==> config.mk <==
export PLATFORM = sky130hd
export DESIGN_NAME = m_axis_rc_adapt_xn_flat
export DESIGN_NICKNAME = d
export VERILOG_FILES = /design/src/rtl/m_axis_rc_adapt_xn_if.sv /design/src/rtl/m_axis_rc_adapt_xn.sv /design/src/flat_wrapper.sv
export SDC_FILE = /design/constraint.sdc
export NUM_CORES = 1
export LEC_CHECK = 0
export ABC_CLOCK_PERIOD_IN_PS = 16100
export CAP_MARGIN = 20
export CELL_PAD_IN_SITES_DETAIL_PLACEMENT = 2
export CELL_PAD_IN_SITES_GLOBAL_PLACEMENT = 2
export CORE_MARGIN = 2
export CORE_UTILIZATION = 31
export CTS_BUF_LIST = sky130_fd_sc_hd__clkbuf_4
export DETAILED_ROUTE_END_ITERATION = 7
export PLACE_DENSITY_LB_ADDON = 0.1
export SLEW_MARGIN = 20
export SYNTH_ARGS = -nofsm -noshare
export SYNTH_HDL_FRONTEND = slang
export SYNTH_SLANG_ARGS = --single-unit
==> constraint.sdc <==
create_clock -name user_clk -period 16.1 [get_ports user_clk]
set_input_delay 3.22 -clock user_clk [delete_from_list [all_inputs] [get_ports user_clk]]
set_output_delay 3.22 -clock user_clk [all_outputs]
set_load 0.1 [all_outputs]
==> src/rtl/m_axis_rc_adapt_xn_if.sv <==
// AXI-Stream bundle used on both sides of the RC adapter.
// The widths are parameters, so one definition covers the descriptor side
// (narrow keep, wide tuser, 4-bit ready) and the legacy side.
interface m_axis_rc_adapt_xn_if #(
  parameter int DATA_WIDTH  = 256,
  parameter int KEEP_WIDTH  = 8,
  parameter int USER_WIDTH  = 85,
  parameter int READY_WIDTH = 4
);
  logic [DATA_WIDTH-1:0]  tdata;
  logic [KEEP_WIDTH-1:0]  tkeep;
  logic                   tlast;
  logic [USER_WIDTH-1:0]  tuser;
  logic                   tvalid;
  logic [READY_WIDTH-1:0] tready;

  modport master (output tdata, tkeep, tlast, tuser, tvalid, input tready);
  modport slave  (input tdata, tkeep, tlast, tuser, tvalid, output tready);
endinterface

==> src/rtl/m_axis_rc_adapt_xn.sv <==
// RC completion adapter: turns UltraScale RC descriptor beats into legacy
// 3DW completion-header beats. It has a 2-entry registered skid stage,
// optional dropping of poisoned packets, SOF/EOF sideband, and saturating
// statistics counters.
module m_axis_rc_adapt_xn #(
  parameter int DATA_WIDTH    = 256,
  parameter int KEEP_WIDTH    = DATA_WIDTH/8,
  parameter int USER_IN_WIDTH = 85,
  parameter int DISC_BIT      = 42,
  parameter int DROP_POISONED = 0,
  parameter int CNT_WIDTH     = 16
) (
  input  logic                  user_clk,
  input  logic                  user_reset_n,
  m_axis_rc_adapt_xn_if.slave   rc_a,
  m_axis_rc_adapt_xn_if.master  rc,
  input  logic                  stat_clear,
  output logic [CNT_WIDTH-1:0]  stat_pkt,
  output logic [CNT_WIDTH-1:0]  stat_poison,
  output logic [CNT_WIDTH-1:0]  stat_disc
);

  typedef struct packed {
    logic [DATA_WIDTH-1:0] data;
    logic [KEEP_WIDTH-1:0] keep;
    logic                  last;
    logic [3:0]            user;   // {eof, sof, poisoned, discontinue}
  } beat_t;

  typedef enum logic [1:0] {ST_SOP, ST_BODY, ST_DROP} state_t;

  state_t     state_q, state_d;
  beat_t      mem_q [2];
  beat_t      wbeat;
  logic       rd_ptr_q, wr_ptr_q;
  logic [1:0] cnt_q, cnt_d;
  logic       rdy_q, poison_q;
  logic       accept, is_sop, ep, disc, drop_sop, wr_en, rd_en;
  logic       unused_ok;

  assign accept   = rc_a.tvalid & rdy_q;
  assign is_sop   = (state_q == ST_SOP);
  assign ep       = rc_a.tdata[46];
  assign disc     = rc_a.tuser[DISC_BIT];
  assign drop_sop = (DROP_POISONED != 0) && ep;
  // Beats of a packet being dropped are consumed but never stored.
  assign wr_en    = accept & (state_q != ST_DROP) & ~(is_sop & drop_sop);
  assign rd_en    = rc.tvalid & rc.tready[0];

  // The descriptor tkeep is dword-granular and carries nothing the legacy side needs.
  assign unused_ok = ^{rc_a.tkeep, rc_a.tuser};

  // Per-packet state: decide at the first beat whether to forward or drop.
  always_comb begin
    state_d = state_q;
    if (accept) begin
      case (state_q)
        ST_SOP:  state_d = rc_a.tlast ? ST_SOP : (drop_sop ? ST_DROP : ST_BODY);
        default: if (rc_a.tlast) state_d = ST_SOP;
      endcase
    end
  end

  // Build the beat to store. The SOP beat gets its first 128 bits rewritten to a 3DW header.
  always_comb begin
    logic [11:0] bytecnt;
    logic [7:0]  fmt_type;
    bytecnt  = rc_a.tdata[27:16];
    fmt_type = {(bytecnt != 12'd0) ? 7'b010_0101 : 7'b000_0101, rc_a.tdata[29]};
    wbeat.data = rc_a.tdata;
    wbeat.keep = rc_a.tuser[KEEP_WIDTH-1:0];
    wbeat.last = rc_a.tlast;
    wbeat.user = {rc_a.tlast, is_sop, is_sop ? ep : poison_q, disc};
    if (is_sop) begin
      wbeat.data[63:0]   = {rc_a.tdata[87:72], rc_a.tdata[45:43], 1'b0, bytecnt,
                            fmt_type, 1'b0, rc_a.tdata[91:89], 4'b0, 2'b0,
                            rc_a.tdata[93:92], 2'b0, rc_a.tdata[41:32]};
      wbeat.data[127:64] = {rc_a.tdata[127:96], rc_a.tdata[63:48], rc_a.tdata[71:64],
                            1'b0, rc_a.tdata[6:0]};
      wbeat.keep         = {rc_a.tuser[KEEP_WIDTH-1:12], 12'hFFF};
    end
  end

  // Occupancy after this cycle. Input ready is registered from it.
  always_comb begin
    case ({wr_en, rd_en})
      2'b10:   cnt_d = cnt_q + 2'd1;
      2'b01:   cnt_d = cnt_q - 2'd1;
      default: cnt_d = cnt_q;
    endcase
  end

  // Control state: FSM, skid pointers and occupancy, registered ready, poison latch.
  always_ff @(posedge user_clk) begin
    if (!user_reset_n) begin
      state_q  <= ST_SOP;
      rd_ptr_q <= 1'b0;
      wr_ptr_q <= 1'b0;
      cnt_q    <= 2'd0;
      rdy_q    <= 1'b0;
      poison_q <= 1'b0;
    end else begin
      state_q <= state_d;
      cnt_q   <= cnt_d;
      rdy_q   <= (cnt_d != 2'd2);
      if (wr_en) wr_ptr_q <= ~wr_ptr_q;
      if (rd_en) rd_ptr_q <= ~rd_ptr_q;
      if (accept && is_sop) poison_q <= ep;
    end
  end

  // Skid storage is datapath only. The pointers and count decide what is valid.
  always_ff @(posedge user_clk) begin
    if (wr_en) mem_q[wr_ptr_q] <= wbeat;
  end

  assign rc_a.tready = {4{rdy_q}};
  assign rc.tvalid   = (cnt_q != 2'd0);
  assign rc.tdata    = mem_q[rd_ptr_q].data;
  assign rc.tkeep    = mem_q[rd_ptr_q].keep;
  assign rc.tlast    = mem_q[rd_ptr_q].last;
  assign rc.tuser    = mem_q[rd_ptr_q].user;

  // Saturating counters. Clear wins over a same-cycle increment.
  always_ff @(posedge user_clk) begin
    if (!user_reset_n || stat_clear) begin
      stat_pkt    <= '0;
      stat_poison <= '0;
      stat_disc   <= '0;
    end else begin
      if (rd_en && rc.tlast && stat_pkt != '1)
        stat_pkt <= stat_pkt + CNT_WIDTH'(1);
      if (accept && is_sop && ep && stat_poison != '1)
        stat_poison <= stat_poison + CNT_WIDTH'(1);
      if (accept && rc_a.tlast && disc && stat_disc != '1)
        stat_disc <= stat_disc + CNT_WIDTH'(1);
    end
  end

endmodule

==> src/flat_wrapper.sv <==
// flat-port wrapper written by rule: the top's interface ports become plain ports
module m_axis_rc_adapt_xn_flat 
#(
  parameter int DATA_WIDTH    = 256,
  parameter int KEEP_WIDTH    = DATA_WIDTH/8,
  parameter int USER_IN_WIDTH = 85,
  parameter int DISC_BIT      = 42,
  parameter int DROP_POISONED = 0,
  parameter int CNT_WIDTH     = 16
)
  (user_clk, user_reset_n, stat_clear, stat_pkt, stat_poison, stat_disc, rc_a_tdata, rc_a_tkeep, rc_a_tlast, rc_a_tuser, rc_a_tvalid, rc_a_tready, rc_tdata, rc_tkeep, rc_tlast, rc_tuser, rc_tvalid, rc_tready);
  m_axis_rc_adapt_xn_if #(.DATA_WIDTH(DATA_WIDTH), .KEEP_WIDTH(KEEP_WIDTH), .USER_WIDTH(85), .READY_WIDTH(4)) rc_a_i ();
  m_axis_rc_adapt_xn_if #(.DATA_WIDTH(DATA_WIDTH), .KEEP_WIDTH(KEEP_WIDTH), .USER_WIDTH(4), .READY_WIDTH(1)) rc_i ();
  input  logic user_clk;
  input  logic user_reset_n;
  input  logic stat_clear;
  output logic [CNT_WIDTH-1:0] stat_pkt;
  output logic [CNT_WIDTH-1:0] stat_poison;
  output logic [CNT_WIDTH-1:0] stat_disc;
  input wire logic [$bits(rc_a_i.tdata)-1:0] rc_a_tdata;
  input wire logic [$bits(rc_a_i.tkeep)-1:0] rc_a_tkeep;
  input wire logic [$bits(rc_a_i.tlast)-1:0] rc_a_tlast;
  input wire logic [$bits(rc_a_i.tuser)-1:0] rc_a_tuser;
  input wire logic [$bits(rc_a_i.tvalid)-1:0] rc_a_tvalid;
  output wire logic [$bits(rc_a_i.tready)-1:0] rc_a_tready;
  output wire logic [$bits(rc_i.tdata)-1:0] rc_tdata;
  output wire logic [$bits(rc_i.tkeep)-1:0] rc_tkeep;
  output wire logic [$bits(rc_i.tlast)-1:0] rc_tlast;
  output wire logic [$bits(rc_i.tuser)-1:0] rc_tuser;
  output wire logic [$bits(rc_i.tvalid)-1:0] rc_tvalid;
  input wire logic [$bits(rc_i.tready)-1:0] rc_tready;
  assign rc_a_i.tdata = rc_a_tdata;
  assign rc_a_i.tkeep = rc_a_tkeep;
  assign rc_a_i.tlast = rc_a_tlast;
  assign rc_a_i.tuser = rc_a_tuser;
  assign rc_a_i.tvalid = rc_a_tvalid;
  assign rc_a_tready = rc_a_i.tready;
  assign rc_tdata = rc_i.tdata;
  assign rc_tkeep = rc_i.tkeep;
  assign rc_tlast = rc_i.tlast;
  assign rc_tuser = rc_i.tuser;
  assign rc_tvalid = rc_i.tvalid;
  assign rc_i.tready = rc_tready;
  m_axis_rc_adapt_xn #(.DATA_WIDTH(DATA_WIDTH), .KEEP_WIDTH(KEEP_WIDTH), .USER_IN_WIDTH(USER_IN_WIDTH), .DISC_BIT(DISC_BIT), .DROP_POISONED(DROP_POISONED), .CNT_WIDTH(CNT_WIDTH)) u_core (.user_clk(user_clk), .user_reset_n(user_reset_n), .rc_a(rc_a_i), .rc(rc_i), .stat_clear(stat_clear), .stat_pkt(stat_pkt), .stat_poison(stat_poison), .stat_disc(stat_disc));
endmodule
==> flow_summary.json, run 1 <==
{
  "status": "finished clean",
  "ys_seq_area_share_pct": 74.6,
  "hpwl_um": 54700,
  "synthCells": 1381,
  "rr_endpoint": "u_core.mem_q[1][16]",
  "grt_use_total_pct": 18.7,
  "worst_ep_required_time_ps": 12880,
  "antenna_found_initial": 28,
  "die_area_um2": 82900,
  "cts_tree": "built",
  "synthMostInstantiatedCell": "edfxtp_1",
  "io_pins": 725,
  "setup_viol": 0,
  "worst_setup_path_end_kind": "output port",
  "synth_top_family_by_area": "multiplexers",
  "synth_fa_ha_area_share_pct": 0.200,
  "worstHoldPathCells": 2,
  "layout-drive-gt1-share_pct": 29.9,
  "cts_buffer_depth": 3,
  "yosys_register_bits": 640,
  "ir_drop_mv": 0.0699,
  "port_buffers": 640,
  "timing.final.ws_setup_ps": 7060,
  "drv_slew": 0,
  "drc": 0,
  "clock_sinks": 640,
  "ys.warnings.count": 0,
  "whs_endpoint": "u_core.poison_q",
  "fp.dieH_um": 288,
  "place.gp.congestion": 0.763,
  "post_drt_wl_per_cell_um": 23.7,
  "grt_pass1_vias": 17310,
  "first_pass_iters": 4,
  "clock.fmax_mhz": 111,
  "synth_nets": 1764,
  "die_w_um": 288,
  "rsz0062_at_grt": "no",
  "path_common_cell": "buf_4",
  "critPathArrivalTime_ps": 5820,
  "via_per_inst": 4.71,
  "hp-class": "register to register",
  "crit_chain": "buf_4, buf_4, buf_4, mux2_2, clkdlybuf4s50_1",
  "worstMarginPinSlew_ps": 1160,
  "synth-async-reset-ratio_pct": 0,
  "synth_xor_area_share_pct": 0.0701,
  "postSynthAreaPerCell_um2": 18.1,
  "overflow": 0,
  "drt-total-wl_um": 79700,
  "syn-cell-area_um2": 25000,
  "cts_resized": 0,
  "synth-compound-area-share_pct": 2.56,
  "startpoint_type": "register",
  "p_total_uw": 5190,
  "synthFlopType": "edfxtp_1",
  "rows": 104,
  "skew_ps": 84.5,
  "root_buffer": "clkbuf_4",
  "start_util_pct": 31.2,
  "synth_edf_count": 584,
  "vias": 15815,
  "finalSetupTns_ps": 0,
  "synth-simple-area-share_pct": 4.40,
  "final_nets": 2540,
  "synth_top_cells_by_area": "edfxtp_1 (70%), mux2_2 (17%), dfxtp_1 (4.5%), clkbuf_1 (0.69%), nand2b_1 (0.55%)",
  "synth_area_leader_cell": "edfxtp_1",
  "r2r-start": "u_core.rdy_q",
  "htreeDepth": 4,
  "drtIter0Drc": 579,
  "drv_cap": 0,
  "crit_slowest_cell": "clkdlybuf4s50_1",
  "p_leak_uw": 0.0116,
  "critPathKind": "register to output port",
  "grt_max_degree": 157,
  "fin_crit_sh_pct": 56.1,
  "slew-limit-headroom_pct": 22.4,
  "final-hold-violation-count": 0,
  "fin_crit_ps": 9040,
  "grt_pass1_wl_um": 114000,
  "clock_latency_ps": 990,
  "max_stage_delay_ps": 1240,
  "numCtsBuffers": 182,
  "coreArea_um2": 80200,
  "cp_max_fo": 68,
  "cts.clk_slew.worst_paths_ps": 60,
  "ys_types": 48,
  "muxShareOfSynthArea_pct": 16.9,
  "reg2reg_depth": 3,
  "min_from": "u_core.poison_q",
  "ctsHoldBuffers": 0,
  "yosysTopAreaCellShare_pct": 70.2,
  "p_per_area_nw_per_um2": 148,
  "drtAntennaViolNets": 0,
  "dpl_worst_slack_ps": 7760,
  "post-cts-setup-buffer-count": 0,
  "synthTopCellsByCount": "edfxtp_1 (584), mux2_2 (370), dfxtp_1 (56)",
  "area_growth_pct": 39.9,
  "fin_util_pct": 43.6,
  "reg2reg_slack_ps": 12380
}
[placed cells by master, fill, tap and decap left out, drive strengths merged, types with 18 or more instances in the layout]
master,count
mux2,370
clkinv,31
dfxtp,56
o21ai,18
nand2b,22
nand2,33
edfxtp,584
inv,19
clkdlybuf4s50,637
clkbuf,268
a21oi,23
and2,20
[kinds of logic (layout without fill, tap and decap cells)]
family / count (synthesis) / after routing
multiplexers: 377 / 377
other: 0 / 15
flip-flops: 640 / 640
adder cells (fa/ha/maj): 4 / 4
XOR/XNOR: 2 / 2
buffers and inverters: 72 / 975
AO/OA/AOI/OAI: 94 / 94
AND/OR/NAND/NOR: 192 / 192
[through the flow]
step	area (µm²)	instances	hold slack [ps]
final	35000	3359	487
after global routing	34900	3353	520
after CTS	34900	3344	493
after detailed placement	32600	3033	486
after global placement	32600	3033	474
after floorplan	25000	1381	454
[layout make-up]
cell class                 count  area, µm²
fill                        7786      45200
sequential                   640      18700
timing repair buffer         653       6520
multi-input combinational    669       6080
clock buffer                 268       2010
tap                         1060       1330
clock inverter                43        277
inverter                      11       41.3
antenna                       15       37.5
[worst max-delay path, delay by kind of cell, from the launching register on]
kind	cells	cell delay [ps]
multiplexers	1	320
flip-flops	1	840
buffers and inverters	4	3640
[power by group]
group	total, µW	switching, µW	leakage [µW]	internal [µW]
clock	1500	716	0.00135	781
combinational	1740	1290	0.00448	447
sequential	1950	37.0	0.00578	1920
[how the worst max path moves through the flow]
| stage | slack [ps] | to |
|---|---|---|
| global route | 6550 | rc_tdata[242] |
| detailed placement | 7760 | rc_tdata[242] |
| global placement | 7780 | rc_tdata[242] |
| floorplan | 4630 | u_core.mem_q[0][0] |
| finish | 7060 | rc_tdata[242] |
| CTS | 6650 | rc_tdata[242] |
[flip-flops by register name, summed over array words and instances, names as in the netlist, named ones only]
register            flops
u_core.cnt_q            2
u_core.mem_q          584
u_core.poison_q         1
u_core.rd_ptr_q         1
u_core.rdy_q            1
u_core.stat_disc       16
u_core.stat_pkt        16
u_core.stat_poison     16
u_core.state_q          1
u_core.wr_ptr_q         1
[layer usage]
metal	routed length (µm)	global-route usage, %	up-vias
met5	218	0	-
met4	1590	7.09	34
met3	7100	8.34	151
met2	41300	32.3	518
met1	29500	20.0	7958
li1	-	-	7154
No activity file was read; power rests on OpenSTA's default activity.
==> run 2: changes to the inputs <==
--- a/config.mk
+++ b/config.mk
@@ -5,7 +5,7 @@
 export SDC_FILE = /design/constraint.sdc
 export NUM_CORES = 1
 export LEC_CHECK = 0
-export ABC_CLOCK_PERIOD_IN_PS = 16100
+export ABC_CLOCK_PERIOD_IN_PS = 7450
 export CAP_MARGIN = 20
 export CELL_PAD_IN_SITES_DETAIL_PLACEMENT = 2
 export CELL_PAD_IN_SITES_GLOBAL_PLACEMENT = 2
==> constraint.sdc (replaced) <==
create_clock -name user_clk -period 7.45 [get_ports user_clk]
set_input_delay 1.49 -clock user_clk [delete_from_list [all_inputs] [get_ports user_clk]]
set_output_delay 1.49 -clock user_clk [all_outputs]
set_load 0.1 [all_outputs]
==> run 2 against run 1 <==
  * Worst hold slack better by 6.0 ps
  * Sequential share of layout area shrank 0.11 points
  * Via count grew 0.14%
  * Clock-buffer cell count increased by 4
  * Global-route usage is 0.14 points lower
  * Register-to-register slack worse by 7900 ps
  * Critical path type unchanged
==> flow_summary.json, run 2 (synthesized netlist as in run 1, its figures left out) <==
{
  "top_layer_used": "met5",
  "die_area_um2": 82900,
  "cp_max_fo": 114,
  "critPathKind": "register to output port",
  "grt_use_total_pct": 18.5,
  "final-hold-violation-count": 0,
  "cts_tree": "built",
  "vias": 15837,
  "numCtsBuffers": 181,
  "antenna_found_initial": 30,
  "cts_buffer_depth": 3,
  "rows": 104,
  "clock.fmax_mhz": 179,
  "min_from": "u_core.poison_q",
  "hpwl_um": 53800,
  "final_nets": 2536,
  "met2WireLength_um": 40800,
  "ctsHoldBuffers": 0,
  "worstMarginPinSlew_ps": 1180,
  "regMostFlops": "u_core.mem_q",
  "grt_pass1_wl_um": 113000,
  "worst_ep_required_time_ps": 5960,
  "drt-total-wl_um": 79100,
  "worstHoldPathCells": 2,
  "ir_drop_mv": 0.147,
  "layout_common_cells": "clkdlybuf4s50_1 (639), edfxtp_1 (584), mux2_2 (370), clkbuf_4 (272), dfxtp_1 (54)",
  "status": "finished clean",
  "first_pass_iters": 4,
  "place.gp.congestion": 0.755,
  "wl_met3_um": 7380,
  "drc": 0,
  "coreArea_um2": 80200,
  "finalSetupTns_ps": 0,
  "skew_ps": 66.5,
  "r2r-start": "u_core.rdy_q",
  "startpoint_type": "register",
  "fin_crit_ps": 5580,
  "post-cts-setup-buffer-count": 0,
  "critPathArrivalTime_ps": 4090,
  "root_buffer": "clkbuf_4",
  "fillers": 7813,
  "reg2reg_slack_ps": 4510,
  "via_per_inst": 4.72,
  "reg2reg_depth": 3,
  "met1_length_um": 28600,
  "worst_setup_path_end_kind": "output port",
  "die_w_um": 288,
  "fin_crit_sh_pct": 74.9,
  "post_drt_wl_per_cell_um": 23.6,
  "hp-class": "register to register",
  "grt_max_degree": 139,
  "cts_resized": 0,
  "largest_reg_flops": 584,
  "fp.dieH_um": 288,
  "whs_endpoint": "u_core.poison_q",
  "grt_pass1_vias": 17367,
  "p_per_area_nw_per_um2": 322,
  "overflow": 0,
  "drtIter0Drc": 542,
  "cts.clk_slew.worst_paths_ps": 60,
  "slew-limit-headroom_pct": 21.4,
  "layout_commonest_cell": "clkdlybuf4s50_1",
  "rr_endpoint": "u_core.mem_q[0][206]",
  "clock_sinks": 640,
  "fin_util_pct": 43.7,
  "drv_slew": 0,
  "io_pins": 725,
  "htreeDepth": 4,
  "start_util_pct": 31.2,
  "p_leak_uw": 0.0116,
  "drtAntennaViolNets": 0,
  "port_buffers": 640,
  "clock_latency_ps": 990,
  "drv_cap": 0,
  "rsz0062_at_grt": "no",
  "area_growth_pct": 40.2,
  "setup_viol": 0,
  "layout-drive-gt1-share_pct": 29.9
}
run 2: cell types whose count changed in the layout (fill, tap and decap cells not counted):
cell	delta
buf_4	-9
buf_12	+4
inv_12	-1
clkdlybuf4s50_1	+2
clkbuf_4	+4
clkinvlp_4	-1
bufinv_16	+2
clkinv_8	-1
clkinv_1	-2
clkinv_2	+1
diode_2	-3
run 2: layout make-up:
class | instances | area, µm² | area share (%)
antenna | 12 | 30.0 | 0.0857
inverter | 11 | 41.3 | 0.118
clock buffer | 272 | 2040 | 5.83
timing repair buffer | 650 | 6550 | 18.7
clock inverter | 41 | 294 | 0.839
tap | 1060 | 1330 | 3.79
multi-input combinational | 669 | 6080 | 17.4
sequential | 640 | 18700 | 53.3
run 2: metrics by stage:
step,hold slack (ps),instance area [µm²],instances,setup slack [ps],power (µW)
after floorplan,454,25000,1381,1020,7100
after global placement,477,32600,3030,2760,8060
after detailed placement,490,32600,3030,2760,8090
after CTS,500,35000,3343,1620,11500
after global routing,538,35000,3350,1610,11700
final,493,35000,3355,1870,11300
run 2: routing by layer:
| layer | track usage, % | vias up |
|---|---|---|
| li1 | - | 7123 |
| met1 | 19.7 | 7962 |
| met2 | 32.0 | 548 |
| met3 | 8.28 | 172 |
| met4 | 7.50 | 32 |
| met5 | 0 | - |
run 2: worst max path at each step:
stage	endpoint	slack, ps	cells after the start
after global placement	rc_tdata[12]	2760	3
after detailed placement	rc_tdata[12]	2760	3
after global routing	rc_tdata[12]	1610	3
after CTS	rc_tdata[12]	1620	3
after floorplan	u_core.mem_q[0][0]	1020	2
final	rc_tdata[12]	1870	3
run 2: report_power, final:
part,leakage [µW],internal (µW),switching [µW]
clock,0.00138,1770,1520
sequential,0.00578,4140,78.7
combinational,0.00447,971,2790
total,0.0116,6880,4390
run 2: worst max-delay path, stage by stage (launching register included):
cell and delay, ps:
dfxtp_4 880, buf_12 530, mux2_2 280, clkdlybuf4s50_1 1260
